<file path="src/rtl/rev_tlul_apb_bridge_if.sv">
// rev_tlul_apb_bridge_if: TL-UL device-side and APB requester-side signal bundle for the bridge
interface rev_tlul_apb_bridge_if #(
  parameter int ADDR_W     = 32,
  parameter int DATA_W     = 32,
  parameter int PADDR_SIZE = 20,
  parameter int SOURCE_W   = 8
);
  logic                  a_valid;
  logic                  a_ready;
  logic [2:0]            a_opcode;
  logic [1:0]            a_size;
  logic [SOURCE_W-1:0]   a_source;
  logic [ADDR_W-1:0]     a_address;
  logic [DATA_W/8-1:0]   a_mask;
  logic [DATA_W-1:0]     a_data;
  logic                  d_valid;
  logic                  d_ready;
  logic [2:0]            d_opcode;
  logic [1:0]            d_size;
  logic [SOURCE_W-1:0]   d_source;
  logic [DATA_W-1:0]     d_data;
  logic                  d_error;
  logic                  psel;
  logic                  penable;
  logic                  pwrite;
  logic [PADDR_SIZE-1:0] paddr;
  logic [DATA_W-1:0]     pwrdata;
  logic [DATA_W/8-1:0]   pstrb;
  logic                  pready;
  logic                  pslverr;
  logic [DATA_W-1:0]     prddata;
  modport master (
    output a_valid, a_opcode, a_size, a_source, a_address, a_mask, a_data, d_ready,
    output pready, pslverr, prddata,
    input  a_ready, d_valid, d_opcode, d_size, d_source, d_data, d_error,
    input  psel, penable, pwrite, paddr, pwrdata, pstrb
  );
  modport slave (
    input  a_valid, a_opcode, a_size, a_source, a_address, a_mask, a_data, d_ready,
    input  pready, pslverr, prddata,
    output a_ready, d_valid, d_opcode, d_size, d_source, d_data, d_error,
    output psel, penable, pwrite, paddr, pwrdata, pstrb
  );
endinterface

</file>
<file path="src/rtl/rev_tlul_apb_bridge.sv">
// rev_tlul_apb_bridge: single-outstanding TL-UL device port to APB requester bridge
module rev_tlul_apb_bridge #(
  parameter int ADDR_W     = 32,
  parameter int DATA_W     = 32,
  parameter int PADDR_SIZE = 20,
  parameter int SOURCE_W   = 8,
  parameter int TIMEOUT    = 16
) (
  input logic pclk,
  input logic prstn,
  rev_tlul_apb_bridge_if.slave b
);
  localparam int AW = $clog2(DATA_W / 8);
  localparam int CW = TIMEOUT > 1 ? $clog2(TIMEOUT) : 1;
  localparam logic [CW-1:0] CLAST = CW'(TIMEOUT > 0 ? TIMEOUT - 1 : 0);
  localparam logic [PADDR_SIZE-1:0] AMASK = ~PADDR_SIZE'((1 << AW) - 1);
  typedef enum logic [1:0] {IDLE, SETUP, ACCESS, RESP} state_t;
  state_t state, state_n;
  logic accept, bad, err, is_get, expire;
  logic [CW-1:0] cnt;
  assign b.a_ready = state == IDLE;
  assign accept = b.a_valid && b.a_ready;
  assign bad = !(b.a_opcode inside {3'd0, 3'd1, 3'd4}) || (b.a_address >> PADDR_SIZE) != '0;
  assign expire = TIMEOUT != 0 && cnt == CLAST;
  always_ff @(posedge pclk or negedge prstn)
    if (!prstn) state <= IDLE;
    else state <= state_n;
  // Rejected requests pass through SETUP with psel held low so their response lands one edge later.
  always_comb begin
    state_n = state;
    state_n = state == IDLE   ? (accept ? SETUP : IDLE)
            : state == SETUP  ? (err ? RESP : ACCESS)
            : state == ACCESS ? (b.pready || expire ? RESP : ACCESS)
            :                   (b.d_ready ? IDLE : RESP);
  end
  always_ff @(posedge pclk or negedge prstn)
    if (!prstn) begin
      b.psel     <= 1'b0;
      b.penable  <= 1'b0;
      b.pwrite   <= 1'b0;
      b.paddr    <= '0;
      b.pwrdata  <= '0;
      b.pstrb    <= '0;
      b.d_valid  <= 1'b0;
      b.d_error  <= 1'b0;
      b.d_data   <= '0;
      b.d_opcode <= '0;
      b.d_size   <= '0;
      b.d_source <= '0;
      err        <= 1'b0;
      is_get     <= 1'b0;
      cnt        <= '0;
    end else begin
      if (accept) begin
        err        <= bad;
        is_get     <= b.a_opcode == 3'd4;
        cnt        <= '0;
        b.psel     <= !bad;
        b.paddr    <= b.a_address[PADDR_SIZE-1:0] & AMASK;
        b.pwrite   <= b.a_opcode != 3'd4;
        b.pwrdata  <= b.a_data;
        b.pstrb    <= b.a_opcode == 3'd4 ? '0 : b.a_mask;
        b.d_opcode <= {2'b00, !(b.a_opcode inside {3'd0, 3'd1})};
        b.d_size   <= b.a_size;
        b.d_source <= b.a_source;
        b.d_error  <= bad;
        b.d_data   <= '0;
      end
      if (state == SETUP) begin
        b.penable <= !err;
        b.d_valid <= err;
      end
      if (state == ACCESS) begin
        if (b.pready) begin
          b.psel    <= 1'b0;
          b.penable <= 1'b0;
          b.d_data  <= is_get && !b.pslverr ? b.prddata : '0;
          b.d_error <= b.pslverr;
          b.d_valid <= 1'b1;
        end else if (expire) begin
          b.psel    <= 1'b0;
          b.penable <= 1'b0;
          b.d_error <= 1'b1;
          b.d_valid <= 1'b1;
        end else cnt <= cnt + 1'b1;
      end
      if (state == RESP && b.d_ready) b.d_valid <= 1'b0;
    end
endmodule
</file>
<file path="src/flat_wrapper.sv">
// flat-port wrapper written by rule: the top's interface ports become plain ports
module rev_tlul_apb_bridge_flat 
#(
  parameter int ADDR_W     = 32,
  parameter int DATA_W     = 32,
  parameter int PADDR_SIZE = 20,
  parameter int SOURCE_W   = 8,
  parameter int TIMEOUT    = 16
)
  (pclk, prstn, b_a_valid, b_a_opcode, b_a_size, b_a_source, b_a_address, b_a_mask, b_a_data, b_d_ready, b_pready, b_pslverr, b_prddata, b_a_ready, b_d_valid, b_d_opcode, b_d_size, b_d_source, b_d_data, b_d_error, b_psel, b_penable, b_pwrite, b_paddr, b_pwrdata, b_pstrb);
  rev_tlul_apb_bridge_if #(.ADDR_W(ADDR_W), .DATA_W(DATA_W), .PADDR_SIZE(PADDR_SIZE), .SOURCE_W(SOURCE_W)) b_i ();
  input logic pclk;
  input logic prstn;
  input wire logic [$bits(b_i.a_valid)-1:0] b_a_valid;
  input wire logic [$bits(b_i.a_opcode)-1:0] b_a_opcode;
  input wire logic [$bits(b_i.a_size)-1:0] b_a_size;
  input wire logic [$bits(b_i.a_source)-1:0] b_a_source;
  input wire logic [$bits(b_i.a_address)-1:0] b_a_address;
  input wire logic [$bits(b_i.a_mask)-1:0] b_a_mask;
  input wire logic [$bits(b_i.a_data)-1:0] b_a_data;
  input wire logic [$bits(b_i.d_ready)-1:0] b_d_ready;
  input wire logic [$bits(b_i.pready)-1:0] b_pready;
  input wire logic [$bits(b_i.pslverr)-1:0] b_pslverr;
  input wire logic [$bits(b_i.prddata)-1:0] b_prddata;
  output wire logic [$bits(b_i.a_ready)-1:0] b_a_ready;
  output wire logic [$bits(b_i.d_valid)-1:0] b_d_valid;
  output wire logic [$bits(b_i.d_opcode)-1:0] b_d_opcode;
  output wire logic [$bits(b_i.d_size)-1:0] b_d_size;
  output wire logic [$bits(b_i.d_source)-1:0] b_d_source;
  output wire logic [$bits(b_i.d_data)-1:0] b_d_data;
  output wire logic [$bits(b_i.d_error)-1:0] b_d_error;
  output wire logic [$bits(b_i.psel)-1:0] b_psel;
  output wire logic [$bits(b_i.penable)-1:0] b_penable;
  output wire logic [$bits(b_i.pwrite)-1:0] b_pwrite;
  output wire logic [$bits(b_i.paddr)-1:0] b_paddr;
  output wire logic [$bits(b_i.pwrdata)-1:0] b_pwrdata;
  output wire logic [$bits(b_i.pstrb)-1:0] b_pstrb;
  assign b_i.a_valid = b_a_valid;
  assign b_i.a_opcode = b_a_opcode;
  assign b_i.a_size = b_a_size;
  assign b_i.a_source = b_a_source;
  assign b_i.a_address = b_a_address;
  assign b_i.a_mask = b_a_mask;
  assign b_i.a_data = b_a_data;
  assign b_i.d_ready = b_d_ready;
  assign b_i.pready = b_pready;
  assign b_i.pslverr = b_pslverr;
  assign b_i.prddata = b_prddata;
  assign b_a_ready = b_i.a_ready;
  assign b_d_valid = b_i.d_valid;
  assign b_d_opcode = b_i.d_opcode;
  assign b_d_size = b_i.d_size;
  assign b_d_source = b_i.d_source;
  assign b_d_data = b_i.d_data;
  assign b_d_error = b_i.d_error;
  assign b_psel = b_i.psel;
  assign b_penable = b_i.penable;
  assign b_pwrite = b_i.pwrite;
  assign b_paddr = b_i.paddr;
  assign b_pwrdata = b_i.pwrdata;
  assign b_pstrb = b_i.pstrb;
  rev_tlul_apb_bridge #(.ADDR_W(ADDR_W), .DATA_W(DATA_W), .PADDR_SIZE(PADDR_SIZE), .SOURCE_W(SOURCE_W), .TIMEOUT(TIMEOUT)) u_core (.pclk(pclk), .prstn(prstn), .b(b_i));
endmodule
</file>
<file path="config.mk">
export PLATFORM = sky130hd
export DESIGN_NAME = rev_tlul_apb_bridge_flat
export DESIGN_NICKNAME = d
export VERILOG_FILES = /design/src/rtl/rev_tlul_apb_bridge_if.sv /design/src/rtl/rev_tlul_apb_bridge.sv /design/src/flat_wrapper.sv
export SDC_FILE = /design/constraint.sdc
export NUM_CORES = 1
export LEC_CHECK = 0
export ABC_CLOCK_PERIOD_IN_PS = 2910
export BUFFER_PORTS_ARGS = -buffer_cell sky130_fd_sc_hd__buf_2
export CAP_MARGIN = 10
export CORE_MARGIN = 4
export CORE_UTILIZATION = 50
export CTS_BUF_LIST = sky130_fd_sc_hd__clkbuf_4
export CTS_CLUSTER_DIAMETER = 80
export DETAILED_ROUTE_END_ITERATION = 10
export PLACE_DENSITY = 0.95
export SLEW_MARGIN = 15
export SYNTH_ARGS = -nofsm -noshare
export SYNTH_HDL_FRONTEND = slang
export SYNTH_SLANG_ARGS = --single-unit
</file>
<file path="constraint.sdc">
create_clock -name pclk -period 2.91 [get_ports pclk]
set_clock_uncertainty 0.1 [all_clocks]
set_input_delay 0.582 -clock pclk [delete_from_list [all_inputs] [get_ports pclk]]
set_output_delay 0.582 -clock pclk [all_outputs]
set_load 0.02 [all_outputs]
</file>
==> impl_metrics.toml <==
[hold_path]
min_path_type = "in2reg"
min_path_cells = 3

[route]
ant_nets = 0
routed-via-count = 3654
drt_first_iter_violations = 139
drc = 0
drtPass1Iterations = 4
routedWlPerCell_um = 15.3
wl_um = 11300
viasPerCell = 4.96

[cells_and_area]
layout-drive-gt1-share_pct = 38.8
nFillCells = 644
final_nets = 747
fin_area_um2 = 5540
area_growth_pct = 29.4
diodes = 0

[synthesis]
yosysSeqAreaShare_pct = 64.3
synthTopCellsByArea = "dfrtp_1, nand2_1, a22o_1, buf_2, buf_4"
synth_area_um2 = 4280
synth.distinct_cells = 33
yosys-mux-area-fraction_pct = 0.234
yosys.area_share.adder_pct = 0.292
synth_edf_count = 0
synth_compound_area_share_pct = 10.4
synth_top_family_by_area = "simple AND/OR/NAND/NOR gates"
synth_simple_gate_area_share_pct = 20.4
yosys-top-cells-count = "nand2_1, dfrtp_1, a22o_1"
synth_largest_area_cell = "dfrtp_1"
synth_cells = 416
synth_xor_area_share_pct = 0
syn_area_per_cell_um2 = 10.3
synth_ff_type = "dfrtp_1"
async_flop_share_pct = 100
ys_seq_elements = 110
ys_warn_count = 0
synth_most_common_cell = "nand2_1"
synth_top_cell_area_share_pct = 64.3

[placement]
numPortBuffers = 219
hpwlAfterDp_um = 8570
placed_area_um2 = 5410
place_ws_ns = 0.786
gp_congestion = 0.798

[die]
start_util_pct = 51.8
floorplan.die_area_um2 = 10100
die_h_um = 101
rows = 33
coreArea_um2 = 8260
ios = 226
fp.dieW_um = 101

[sta]
post-route-min-period_ns = 2.08
clock.fmax_ghz = 0.481
setup_ws_ns = 0.830
timing.hold.ws_ns = 0.216
fin_crit_sh_pct = 71.5
hold_viol_final = 0
tightestPinTransition_ns = 1.06
finalSetupTns_ns = 0
slew_headroom_pct = 29.1
maxSlewViolCount = 0
finalSetupViolations = 0
rsz0062_at_grt = "no"

[clock_tree]
clk_latency_ns = 0.42
cts_buffers = 9
post_cts_resized = 0
cts_root_buf = "clkbuf_4"
clkSinkCount = 110
htree_levels = 3
tritoncts = "yes"
clk_path_buf_depth = 2
path_clk_slew_ns = 0.17

[grt]
grt_max_degree = 58
antenna_found_initial = 0
grt_pass1_wl_um = 17900
gr-total-overflow = 0
grt_use_total_pct = 22.5
grt_pass1_vias = 3799

[power]
peakVddDrop_v = 0.000479
p_leak_nw = 3.27
fin_total_pwr_mw = 5.66
cellPowerDensity_nw_per_um2 = 1020

[critical_path]
endpoint = "u_core.b.d_data[28]"
reg2reg_depth = 3
cp.arrival_ns = 2.34
crit_path_start = "u_core.state[1]"
worstPathRequired_ns = 3.17
r2r-start = "u_core.state[1]"
timing.rr.end = "u_core.b.d_data[28]"
path_class = "reg2reg"
r2r_slack_ns = 0.83
path_max_fanout = 32
end_kind = "register"
crit_path_start_kind = "register"

[status]
status = "complete, no violations"

[run]
cap_violations = 0
[power breakdown]
| part | internal (mW) | switching (mW) | total [mW] |
|---|---|---|---|
| Combinational | 0.872 | 1.62 | 2.49 |
| Sequential | 2.14 | 0.365 | 2.51 |
| Clock | 0.177 | 0.483 | 0.660 |
[placed cells by master, fill, tap and decap left out, types with 4 or more instances in the layout]
master / netlist / layout
conb_1: 1 / 4
o21ai_0: 6 / 6
dfrtp_1: 110 / 110
buf_2: 17 / 218
a21oi_1: 5 / 5
clkbuf_4: 0 / 9
nand3_1: 5 / 5
nor2_1: 12 / 12
buf_4: 7 / 4
nand2_1: 187 / 187
a22o_1: 36 / 36
[timing repair]
item	4_1_cts	5_1_grt
setup buffers	0	0
hold endpoints to repair	5	0
hold buffers	1	0
[cells by family (layout without fill, tap and decap cells)]
| kind of cell | count (synthesis) | in the layout |
|---|---|---|
| simple gates | 217 | 217 |
| flops | 110 | 110 |
| compound gates | 56 | 56 |
| buf+inv | 30 | 243 |
| fa+ha+maj | 1 | 1 |
| other cells | 1 | 4 |
| mux | 1 | 1 |
[area by class of cell]
class	count	area, µm²	share of cell area (%)
inverters	2	7.51	0.136
clock buffers	9	67.6	1.22
well taps	105	131	2.37
clock inverters	7	48.8	0.882
flip-flops and latches	110	2750	49.7
repair buffers	225	1170	21.2
multi-input cells	279	1360	24.5
[critical path, cell delays in order (launching register included)]
cell	delay (ns)
dfrtp_1	0.56
mux2i_1	0.21
or2_1	0.83
a22o_1	0.31
[through the flow]
step / util, % / instances
final: 67.0 / 737
after global routing: 67.0 / 737
after CTS: 67.0 / 737
after detailed placement: 65.5 / 720
after global placement: 65.5 / 720
after floorplan: - / 419
[layer usage]
metal,routed length [µm],GRT usage [%],vias up
met5,0,0,-
met4,232,8.60,0
met3,844,4.78,23
met2,5950,40.2,152
met1,4280,26.5,1706
li1,-,-,1773
[state kept, by name (all words and copies together), names as in the netlist, 2 cells and up]
| signal | count |
|---|---|
| u_core.b.d_size | 2 |
| u_core.b.paddr | 18 |
| u_core.b.d_source | 8 |
| u_core.b.d_data | 32 |
| u_core.b.pstrb | 4 |
| u_core.b.pwrdata | 32 |
| u_core.state | 2 |
| u_core.cnt | 4 |
[worst min-delay path by stage]
stage | start | endpoint | slack [ns]
after global placement | u_core.b.paddr[17] | u_core.b.paddr[17] | 0.35
after detailed placement | u_core.b.d_size[1] | u_core.b.d_size[1] | 0.36
after floorplan | prstn | u_core.b.d_data[0] | 0.19
final | b_a_data[17] | u_core.b.pwrdata[17] | 0.22
after CTS | b_a_address[17] | u_core.b.paddr[17] | 0.20
after global routing | b_a_address[3] | u_core.b.paddr[3] | 0.20
No activity file was read; power rests on OpenSTA's default activity.
